--- src/rtl/ysyx_24100006_clint_if.sv ---
// ----------------------------------------------------------------------------
// ysyx_24100006_clint_if
// AXI-Lite bundle between the SRAM-side arbiter/decoder and the CLINT.
//   AR: araddr, arvalid, arready
//   R : rdata, rresp, rvalid, rready
//   AW: awaddr, awvalid, awready
//   W : wdata, wstrb (only [3:0] meaningful), wvalid, wready
//   B : bresp, bvalid, bready
// master drives requests, slave drives responses.
// ----------------------------------------------------------------------------
interface ysyx_24100006_clint_if;
    logic [31:0] araddr;
    logic        arvalid;
    logic        arready;
    logic [31:0] rdata;
    logic [1:0]  rresp;
    logic        rvalid;
    logic        rready;
    logic [31:0] awaddr;
    logic        awvalid;
    logic        awready;
    logic [31:0] wdata;
    logic [7:0]  wstrb;
    logic        wvalid;
    logic        wready;
    logic [1:0]  bresp;
    logic        bvalid;
    logic        bready;

    modport master (
        output araddr, arvalid, rready, awaddr, awvalid, wdata, wstrb, wvalid, bready,
        input  arready, rdata, rresp, rvalid, awready, wready, bresp, bvalid
    );

    modport slave (
        input  araddr, arvalid, rready, awaddr, awvalid, wdata, wstrb, wvalid, bready,
        output arready, rdata, rresp, rvalid, awready, wready, bresp, bvalid
    );
endinterface

--- src/rtl/ysyx_24100006_clint.sv ---
// ----------------------------------------------------------------------------
// ysyx_24100006_clint
// AXI-Lite slave holding the 64-bit free-running machine timer (mtime).
// 16-byte window at BASE_ADDR, register select on addr[3:2]:
//   0x0 mtime_lo (RO, reading it snapshots mtime[63:32] into hi_shadow)
//   0x4 mtime_hi (RO, returns hi_shadow for a tear-free lo-then-hi pair)
//   0x8 / 0xC mtimecmp lo/hi (RW) only when YSYX_24100006_CLINT_MTIMECMP_EN
//   is defined; otherwise unmapped (SLVERR) and mtip is tied low.
// Ports:
//   clk   - clock, rising edge
//   reset - asynchronous, active-high
//   axi   - AXI-Lite slave (ysyx_24100006_clint_if.slave)
//   mtip  - timer interrupt pending, registered (mtime >= mtimecmp)
// Parameters:
//   BASE_ADDR - window base (decode on addr[31:4])
//   TICK_DIV  - clk cycles per mtime increment (>= 1)
// ----------------------------------------------------------------------------
module ysyx_24100006_clint #(
    parameter logic [31:0] BASE_ADDR = 32'h0200_0000,
    parameter int unsigned TICK_DIV  = 1
) (
    input  logic                        clk,
    input  logic                        reset,
    ysyx_24100006_clint_if.slave        axi,
    output logic                        mtip
);
    localparam int unsigned PS_W        = (TICK_DIV > 1) ? $clog2(TICK_DIV) : 1;
    localparam logic [1:0]  RESP_OKAY   = 2'b00;
    localparam logic [1:0]  RESP_SLVERR = 2'b10;

    // ---------------- timer ----------------
    logic [PS_W-1:0] prescaler;
    logic [63:0]     mtime;
    logic            tick;

    assign tick = (prescaler == PS_W'(TICK_DIV - 1));

    always_ff @(posedge clk or posedge reset) begin
        if (reset) begin
            prescaler <= '0;
            mtime     <= '0;
        end else if (tick) begin
            prescaler <= '0;
            mtime     <= mtime + 64'd1;
        end else begin
            prescaler <= prescaler + PS_W'(1);
        end
    end

`ifdef YSYX_24100006_CLINT_MTIMECMP_EN
    logic [63:0] mtimecmp;

    function automatic logic [31:0] apply_strb(input logic [31:0] old,
                                               input logic [31:0] data,
                                               input logic [3:0]  strb);
        logic [31:0] res;
        for (int i = 0; i < 4; i++)
            res[i*8 +: 8] = strb[i] ? data[i*8 +: 8] : old[i*8 +: 8];
        return res;
    endfunction
`endif

    // ---------------- read channel ----------------
    typedef enum logic {R_IDLE, R_RESP} r_state_t;
    r_state_t    r_state, r_next;
    logic [31:0] hi_shadow;
    logic [31:0] rdata_q;
    logic [1:0]  rresp_q;
    logic        ar_fire, ar_hit, rd_ok;
    logic [1:0]  ar_sel;
    logic [31:0] rd_val;
    logic        arready_c, rvalid_c;

    assign ar_hit  = (axi.araddr[31:4] == BASE_ADDR[31:4]);
    assign ar_sel  = axi.araddr[3:2];
    assign ar_fire = axi.arvalid && (r_state == R_IDLE);

    // Read mux sees the pre-edge register values, so a same-cycle write
    // to the same register is not visible to this read.
    always_comb begin
        rd_val = '0;
        rd_ok  = 1'b0;
        if (ar_hit) begin
            case (ar_sel)
                2'd0: begin rd_val = mtime[31:0];     rd_ok = 1'b1; end
                2'd1: begin rd_val = hi_shadow;       rd_ok = 1'b1; end
`ifdef YSYX_24100006_CLINT_MTIMECMP_EN
                2'd2: begin rd_val = mtimecmp[31:0];  rd_ok = 1'b1; end
                2'd3: begin rd_val = mtimecmp[63:32]; rd_ok = 1'b1; end
`endif
                default: ;
            endcase
        end
    end

    always_ff @(posedge clk or posedge reset) begin
        if (reset) r_state <= R_IDLE;
        else       r_state <= r_next;
    end

    always_comb begin
        r_next    = r_state;
        arready_c = 1'b0;
        rvalid_c  = 1'b0;
        case (r_state)
            R_IDLE: begin
                arready_c = 1'b1;
                if (axi.arvalid) r_next = R_RESP;
            end
            R_RESP: begin
                rvalid_c = 1'b1;
                if (axi.rready) r_next = R_IDLE;
            end
            default: r_next = R_IDLE;
        endcase
    end

    always_ff @(posedge clk or posedge reset) begin
        if (reset) begin
            rdata_q   <= '0;
            rresp_q   <= RESP_OKAY;
            hi_shadow <= '0;
        end else if (ar_fire) begin
            rdata_q <= rd_val;
            rresp_q <= rd_ok ? RESP_OKAY : RESP_SLVERR;
            if (ar_hit && (ar_sel == 2'd0)) hi_shadow <= mtime[63:32];
        end
    end

    assign axi.arready = arready_c;
    assign axi.rvalid  = rvalid_c;
    assign axi.rdata   = rdata_q;
    assign axi.rresp   = rresp_q;

    // ---------------- write channel ----------------
    typedef enum logic {W_IDLE, W_RESP} w_state_t;
    w_state_t    w_state, w_next;
    logic        aw_held, w_held;
    logic [31:2] awaddr_q;
    logic [1:0]  bresp_q;
    logic        awready_c, wready_c, bvalid_c;
    logic        aw_fire, w_fire, commit, wr_ok;
    logic [31:2] wr_addr;

    assign awready_c = (w_state == W_IDLE) && !aw_held;
    assign wready_c  = (w_state == W_IDLE) && !w_held;
    assign aw_fire   = axi.awvalid && awready_c;
    assign w_fire    = axi.wvalid && wready_c;
    // A beat is usable either from its holding register or live this cycle.
    assign commit    = (w_state == W_IDLE) && (aw_held || axi.awvalid) && (w_held || axi.wvalid);
    assign wr_addr   = aw_held ? awaddr_q : axi.awaddr[31:2];

`ifdef YSYX_24100006_CLINT_MTIMECMP_EN
    assign wr_ok = (wr_addr[31:4] == BASE_ADDR[31:4]) && wr_addr[3];
`else
    assign wr_ok = 1'b0;
`endif

    always_ff @(posedge clk or posedge reset) begin
        if (reset) w_state <= W_IDLE;
        else       w_state <= w_next;
    end

    always_comb begin
        w_next   = w_state;
        bvalid_c = 1'b0;
        case (w_state)
            W_IDLE: if (commit) w_next = W_RESP;
            W_RESP: begin
                bvalid_c = 1'b1;
                if (axi.bready) w_next = W_IDLE;
            end
            default: w_next = W_IDLE;
        endcase
    end

    always_ff @(posedge clk or posedge reset) begin
        if (reset) begin
            aw_held  <= 1'b0;
            w_held   <= 1'b0;
            awaddr_q <= '0;
            bresp_q  <= RESP_OKAY;
        end else if (commit) begin
            aw_held <= 1'b0;
            w_held  <= 1'b0;
            bresp_q <= wr_ok ? RESP_OKAY : RESP_SLVERR;
        end else begin
            if (aw_fire) begin
                aw_held  <= 1'b1;
                awaddr_q <= axi.awaddr[31:2];
            end
            if (w_fire) w_held <= 1'b1;
        end
    end

    assign axi.awready = awready_c;
    assign axi.wready  = wready_c;
    assign axi.bvalid  = bvalid_c;
    assign axi.bresp   = bresp_q;

    logic unused_sig;

`ifdef YSYX_24100006_CLINT_MTIMECMP_EN
    logic [31:0] wdata_q, wr_data;
    logic [3:0]  wstrb_q, wr_strb;

    assign wr_data = w_held ? wdata_q : axi.wdata;
    assign wr_strb = w_held ? wstrb_q : axi.wstrb[3:0];

    always_ff @(posedge clk or posedge reset) begin
        if (reset) begin
            wdata_q  <= '0;
            wstrb_q  <= '0;
            mtimecmp <= '1;
            mtip     <= 1'b0;
        end else begin
            mtip <= (mtime >= mtimecmp);
            if (w_fire && !commit) begin
                wdata_q <= axi.wdata;
                wstrb_q <= axi.wstrb[3:0];
            end
            if (commit && wr_ok) begin
                if (wr_addr[2]) mtimecmp[63:32] <= apply_strb(mtimecmp[63:32], wr_data, wr_strb);
                else            mtimecmp[31:0]  <= apply_strb(mtimecmp[31:0],  wr_data, wr_strb);
            end
        end
    end

    assign unused_sig = ^{axi.araddr[1:0], axi.awaddr[1:0], axi.wstrb[7:4]};
`else
    assign mtip       = 1'b0;
    assign unused_sig = ^{axi.araddr[1:0], axi.awaddr[1:0], axi.wdata, axi.wstrb, wr_addr};
`endif

endmodule

--- src/flat_wrapper.sv ---
// flat-port wrapper written by rule: the top's interface ports become plain ports
module ysyx_24100006_clint_flat 
#(
    parameter logic [31:0] BASE_ADDR = 32'h0200_0000,
    parameter int unsigned TICK_DIV  = 1
)
  (clk, reset, mtip, axi_araddr, axi_arvalid, axi_rready, axi_awaddr, axi_awvalid, axi_wdata, axi_wstrb, axi_wvalid, axi_bready, axi_arready, axi_rdata, axi_rresp, axi_rvalid, axi_awready, axi_wready, axi_bresp, axi_bvalid);
  ysyx_24100006_clint_if axi_i ();
  input  logic clk;
  input  logic reset;
  output logic mtip;
  input wire logic [$bits(axi_i.araddr)-1:0] axi_araddr;
  input wire logic [$bits(axi_i.arvalid)-1:0] axi_arvalid;
  input wire logic [$bits(axi_i.rready)-1:0] axi_rready;
  input wire logic [$bits(axi_i.awaddr)-1:0] axi_awaddr;
  input wire logic [$bits(axi_i.awvalid)-1:0] axi_awvalid;
  input wire logic [$bits(axi_i.wdata)-1:0] axi_wdata;
  input wire logic [$bits(axi_i.wstrb)-1:0] axi_wstrb;
  input wire logic [$bits(axi_i.wvalid)-1:0] axi_wvalid;
  input wire logic [$bits(axi_i.bready)-1:0] axi_bready;
  output wire logic [$bits(axi_i.arready)-1:0] axi_arready;
  output wire logic [$bits(axi_i.rdata)-1:0] axi_rdata;
  output wire logic [$bits(axi_i.rresp)-1:0] axi_rresp;
  output wire logic [$bits(axi_i.rvalid)-1:0] axi_rvalid;
  output wire logic [$bits(axi_i.awready)-1:0] axi_awready;
  output wire logic [$bits(axi_i.wready)-1:0] axi_wready;
  output wire logic [$bits(axi_i.bresp)-1:0] axi_bresp;
  output wire logic [$bits(axi_i.bvalid)-1:0] axi_bvalid;
  assign axi_i.araddr = axi_araddr;
  assign axi_i.arvalid = axi_arvalid;
  assign axi_i.rready = axi_rready;
  assign axi_i.awaddr = axi_awaddr;
  assign axi_i.awvalid = axi_awvalid;
  assign axi_i.wdata = axi_wdata;
  assign axi_i.wstrb = axi_wstrb;
  assign axi_i.wvalid = axi_wvalid;
  assign axi_i.bready = axi_bready;
  assign axi_arready = axi_i.arready;
  assign axi_rdata = axi_i.rdata;
  assign axi_rresp = axi_i.rresp;
  assign axi_rvalid = axi_i.rvalid;
  assign axi_awready = axi_i.awready;
  assign axi_wready = axi_i.wready;
  assign axi_bresp = axi_i.bresp;
  assign axi_bvalid = axi_i.bvalid;
  ysyx_24100006_clint #(.BASE_ADDR(BASE_ADDR), .TICK_DIV(TICK_DIV)) u_core (.clk(clk), .reset(reset), .axi(axi_i), .mtip(mtip));
endmodule
--- config.mk ---
export PLATFORM = sky130hd
export DESIGN_NAME = ysyx_24100006_clint_flat
export DESIGN_NICKNAME = d
export VERILOG_FILES = /design/src/rtl/ysyx_24100006_clint_if.sv /design/src/rtl/ysyx_24100006_clint.sv /design/src/flat_wrapper.sv
export SDC_FILE = /design/constraint.sdc
export NUM_CORES = 1
export LEC_CHECK = 0
export CAP_MARGIN = 25
export CORE_MARGIN = 5
export CORE_UTILIZATION = 40
export DETAILED_ROUTE_END_ITERATION = 7
export HOLD_SLACK_MARGIN = 0.03
export PLACE_DENSITY = 0.67
export SETUP_SLACK_MARGIN = 0.1
export SYNTH_ARGS = -nofsm -noshare
export SYNTH_HDL_FRONTEND = slang
export SYNTH_SLANG_ARGS = --single-unit
--- constraint.sdc ---
create_clock -name clk -period 6.4 [get_ports clk]
set_input_delay 1.92 -clock clk [delete_from_list [all_inputs] [get_ports clk]]
set_output_delay 1.92 -clock clk [all_outputs]
set_load 0.01 [all_outputs]
After elaboration in Yosys (flattened, before gate mapping)
Cells that the tools add are included.
W data, S select, Z words.
{"block": "classes", "n_shift": 0, "add_sub_neg": 2, "bitwise_logic": 2, "muxes": 19, "div": 0, "magnitude_cmp": 0, "reduce_logical": 17, "eq_ne": 2, "multipliers": 0}
{"op": "$add A64 B1 Y64 const B", "n": 1}
{"op": "$pmux W32 S2", "n": 1}
{"op": "$mux W32", "n": 1}
{"op": "$eq A28 B22 Y1 const B", "n": 1}
{"op": "$mux W1", "n": 14}
{"op": "$logic_and A1 B1 Y1", "n": 8}
{"op": "$pmux W1 S2", "n": 2}
{"op": "$reduce_bool A2 Y1", "n": 2}
{"op": "$eq A2 B1 Y1 const B", "n": 1}
{"op": "$logic_not A1 Y1", "n": 2}
{"op": "$logic_not A2 Y1", "n": 1}
{"op": "$logic_or A1 B1 Y1", "n": 2}
{"op": "$mux W2", "n": 1}
{"op": "$not A1 Y1", "n": 2}
{"op": "$reduce_and A2 Y1", "n": 1}
{"op": "$reduce_or A2 Y1", "n": 1}
{"op": "$add A1 B1 Y1 const B", "n": 1}
{"block": "word_totals", "latch_bits": 0, "reg_bits": 136, "ram_bits": 0, "mem_bits_ro": 0, "n_memories": 0, "input_bits": 111, "output_inout_bits": 42}

Longest topological paths before layout
{"block": "depth", "ltp_word": 5, "depth_mapped": 7, "ltp_nobuf": 6}

Worst setup path after synthesis
Ideal clock, no wire load.
{"block": "synth_timing", "kind": "input -> register", "from": "in axi_araddr[7]", "to": "reg u_core.hi_shadow[11]", "slack_ps": 2713, "arrival_time_ps": 3563, "required_ps": 6275, "setup_time_ps": 125, "cell_stages": 6, "cell_sequence": "or4_1 -> nor4_1 -> nand4_1 -> nor2_2 -> buf_4 -> mux2_2"}
{"block": "synth_via", "elab_chain_len": 3}
{"element": "from (decl)", "line": "flat_wrapper.sv:12", "rtl": "input wire logic [$bits(axi_i.araddr)-1:0] axi_araddr;"}
{"element": "$eq A28 B22 Y1", "line": "ysyx_24100006_clint.sv:74", "rtl": "assign ar_hit = (axi.araddr[31:4] == BASE_ADDR[31:4]);"}
{"element": "$logic_and A1 B1 Y1", "line": "ysyx_24100006_clint.sv:126", "rtl": "if (ar_hit && (ar_sel == 2'd0)) hi_shadow <= mtime[63:32];"}
{"element": "$reduce_and A2 Y1 (no source line)"}
{"element": "to (signal assigned)", "line": "ysyx_24100006_clint.sv:126"}
{"element": "to (decl)", "line": "ysyx_24100006_clint.sv:66", "rtl": "logic [31:0] hi_shadow;"}
Every way passes these cells.
A chain may end at the register's enable or synchronous reset.

Worst setup path in the final report
{"block": "layout_timing", "from": "in axi_araddr[7]", "to": "reg u_core.hi_shadow[23]"}
The elaborated chain is that of the path after synthesis.

==> reports/metrics.cfg <==
[clock_network]
clock_latency_ns=0.41
htree_levels=4
clock-sinks=134
cts_max_path_buffers=2
ctsHoldBuffers=0
path_clk_slew_ns=0.06
cts_tree=yes
clockRootBuffer=clkbuf_16
cts_resized=0
cts_buffers=17
cts_setup_buffers=0

[critical_path]
cp_slowest_cell=or4_1
worstSetupStartpointType=primary input
cp_slowest_stage_delay_ns=0.51
path_common_cell=buf_4
reg2reg_slack_ns=4.01
worst-setup-path-type=primary input to register
r2r_cells=5
cp.required_ns=6.69
cp_max_fo=34
endpoint_kind=register
cp_cell_sequence=clkdlybuf4s50_1 > or4_1 > nor4_1 > nand4_1 > buf_4 > nor2_2 > buf_4 > mux2_2
r2r-start=u_core.mtime[21]
crit_arrival_ns=4.20
reg2reg_to=u_core.mtime[63]

[grt]
grt_max_degree=66
grtUsageTotal_pct=15.2
grt_pass1_wl_mm=22.0
grt_overflow=0
grt_pass1_vias=4282
antenna_found_initial=0

[min_path]
hold_depth=1
min_to=u_core.mtime[63]
hold_class=register to register
hp-start=u_core.mtime[63]

[yosys]
async_flop_share_pct=100
synth-edff-count=0
syn-cell-area_sq_um=5980
syn_inst=506
yosysSeqAreaShare_pct=56.1
synthFlopType=dfrtp_1
yosysUniqueCellTypes=40
ys_warn_count=0
synth_seq_cells=134
synth.avg_cell_area_sq_um=11.8

[floorplan]
ios=153
placementRows=44
start_util_pct=41.0
die-height_um=132
fp.dieW_um=132
dieArea_sq_um=17500
core_area_sq_um=14600

[final_layout]
post-route-util_pct=51.7
multi_input_area_sq_um=2480
largest_reg_flops=64
areaGrowthSynthToFinish_pct=26.3
fin_nets=703
fill_cells=1192
postLayoutCellArea_sq_um=7550
n_antenna_cell=0
layout-drive-gt1-share_pct=13.9
max_flop_register=u_core.mtime
seqCellArea_sq_um=3350

[sta]
finalSetupViolCount=0
relSlewSlack_pct=44.4
hold_ws_ns=0.461
slew_violations=0
setup_tns_ns=0
rsz0062_at_grt=no
layout_min_cycle_time_ns=3.91
fin_crit_sh_pct=61.2
fmax_mhz=255
tightestPinTransition_ns=0.827
finalHoldViolations=0
setup_ws_ns=2.49
finClkSkew_ns=0.00924

[route]
routed_wl_mm=12.5
avgViaCountPerCell=5.19
via_count=4088
wire_per_inst_um=15.9
ant_nets=0
drt_iter0_drc=153
drtPass1Iterations=4
drc=0

[run_status]
status=finished clean

[job]
maxCapViolations=0

[placed_design]
place.gp.congestion=0.812
dpl.hpwl_mm=8.78
place_ws_ns=2.03
io_buffers=75
placed_area_sq_um=6930

[power_and_ir_drop]
power.density_nw_per_um2=265
leakagePower_uw=0.00344
vdd_drop_max_mv=0.183

through the flow:
step	instances	total power, uW
4_1_cts	787	2020
3_5_place_dp	755	1000
5_1_grt	788	2070
3_3_place_gp	754	995
2_1_floorplan	508	940
6_report	788	2000
logic make-up after synthesis:
logic type / share of synthesized area (%)
other cells: 0.0627
xor+xnor: 9.08
buf+inv: 2.55
fa+ha+maj: 0.209
mux: 11.4
flops: 56.1
compound gates: 3.39
simple gates: 17.2
synthesized netlist by cell type (2+ instances only):
cell | instances | share of area (%)
and3_1 | 9 | 0.94
and4_1 | 8 | 1.2
buf_2 | 2 | 0.17
buf_4 | 6 | 0.75
clkbuf_1 | 14 | 0.88
dfrtp_1 | 134 | 56
inv_1 | 9 | 0.56
mux2_1 | 2 | 0.38
mux2_2 | 30 | 5.6
mux2i_1 | 32 | 5.4
nand2_1 | 55 | 3.5
nand3_1 | 23 | 1.9
nand4_1 | 23 | 2.4
nor2_1 | 14 | 0.88
nor2b_1 | 2 | 0.21
nor3_1 | 11 | 0.92
nor4_1 | 8 | 0.84
nor4_2 | 3 | 0.63
nor4_4 | 3 | 1.1
nor4b_1 | 3 | 0.44
nor4b_4 | 2 | 0.80
o21ai_0 | 33 | 2.8
o22a_1 | 2 | 0.29
or4_1 | 2 | 0.25
xnor2_1 | 46 | 6.7
xor2_1 | 16 | 2.3
routing by layer:
layer | vias to the layer above | GRT usage, % | share of wire [%]
met5 | - | 0 | 0
met4 | 0 | 5.37 | 1.9
met3 | 23 | 4.69 | 4.7
met2 | 84 | 24.2 | 48
met1 | 2020 | 19.7 | 46
li1 | 1961 | - | -
cell type report:
cell class | instances | area share [%]
clock inverter | 8 | 1.94
timing repair buffer | 87 | 11.0
sequential | 134 | 44.4
inverter | 9 | 0.481
clock buffer | 24 | 6.25
tap | 184 | 3.05
multi-input combinational | 342 | 32.9
worst max-delay path, delay by kind of cell:
kind | cells | cell delay [ns]
buf+inv | 3 | 0.92
mux | 1 | 0.37
simple gates | 4 | 0.97
cell usage in the layout (no fill, tap or decap), types with 3 or more instances in the layout:
master           instances
dfrtp_1                134
and4_1                   8
clkbuf_16               17
buf_4                   10
xor2_1                  16
nand2_1                 55
nand4_1                 23
conb_1                   3
nor4_1                   8
mux2i_1                 32
nor4_2                   3
nor2_1                  14
mux2_2                  30
nand3_1                 23
o21ai_0                 33
clkbuf_1                 5
and3_1                   9
xnor2_1                 46
clkdlybuf4s50_1         74
nor4_4                   3
nor4b_1                  3
nor3_1                  11
bufinv_16                4
inv_1                    8
worst max-delay path by stage:
stage | from | to | cells past startpoint
finish | axi_araddr[7] | u_core.hi_shadow[23] | 8
floorplan | reset | u_core.aw_held | 1
detailed placement | axi_araddr[7] | u_core.hi_shadow[22] | 8
global route | axi_araddr[7] | u_core.hi_shadow[23] | 8
global placement | axi_araddr[7] | u_core.hi_shadow[25] | 8
CTS | axi_araddr[7] | u_core.hi_shadow[23] | 8
report_power, final:
part	total [uW]	internal (uW)	switching (uW)
combinational	112	56.3	56.0
sequential	872	858	13.8
clock	1020	672	343
total	2000	1590	413
(Power assumes the default switching activity.)
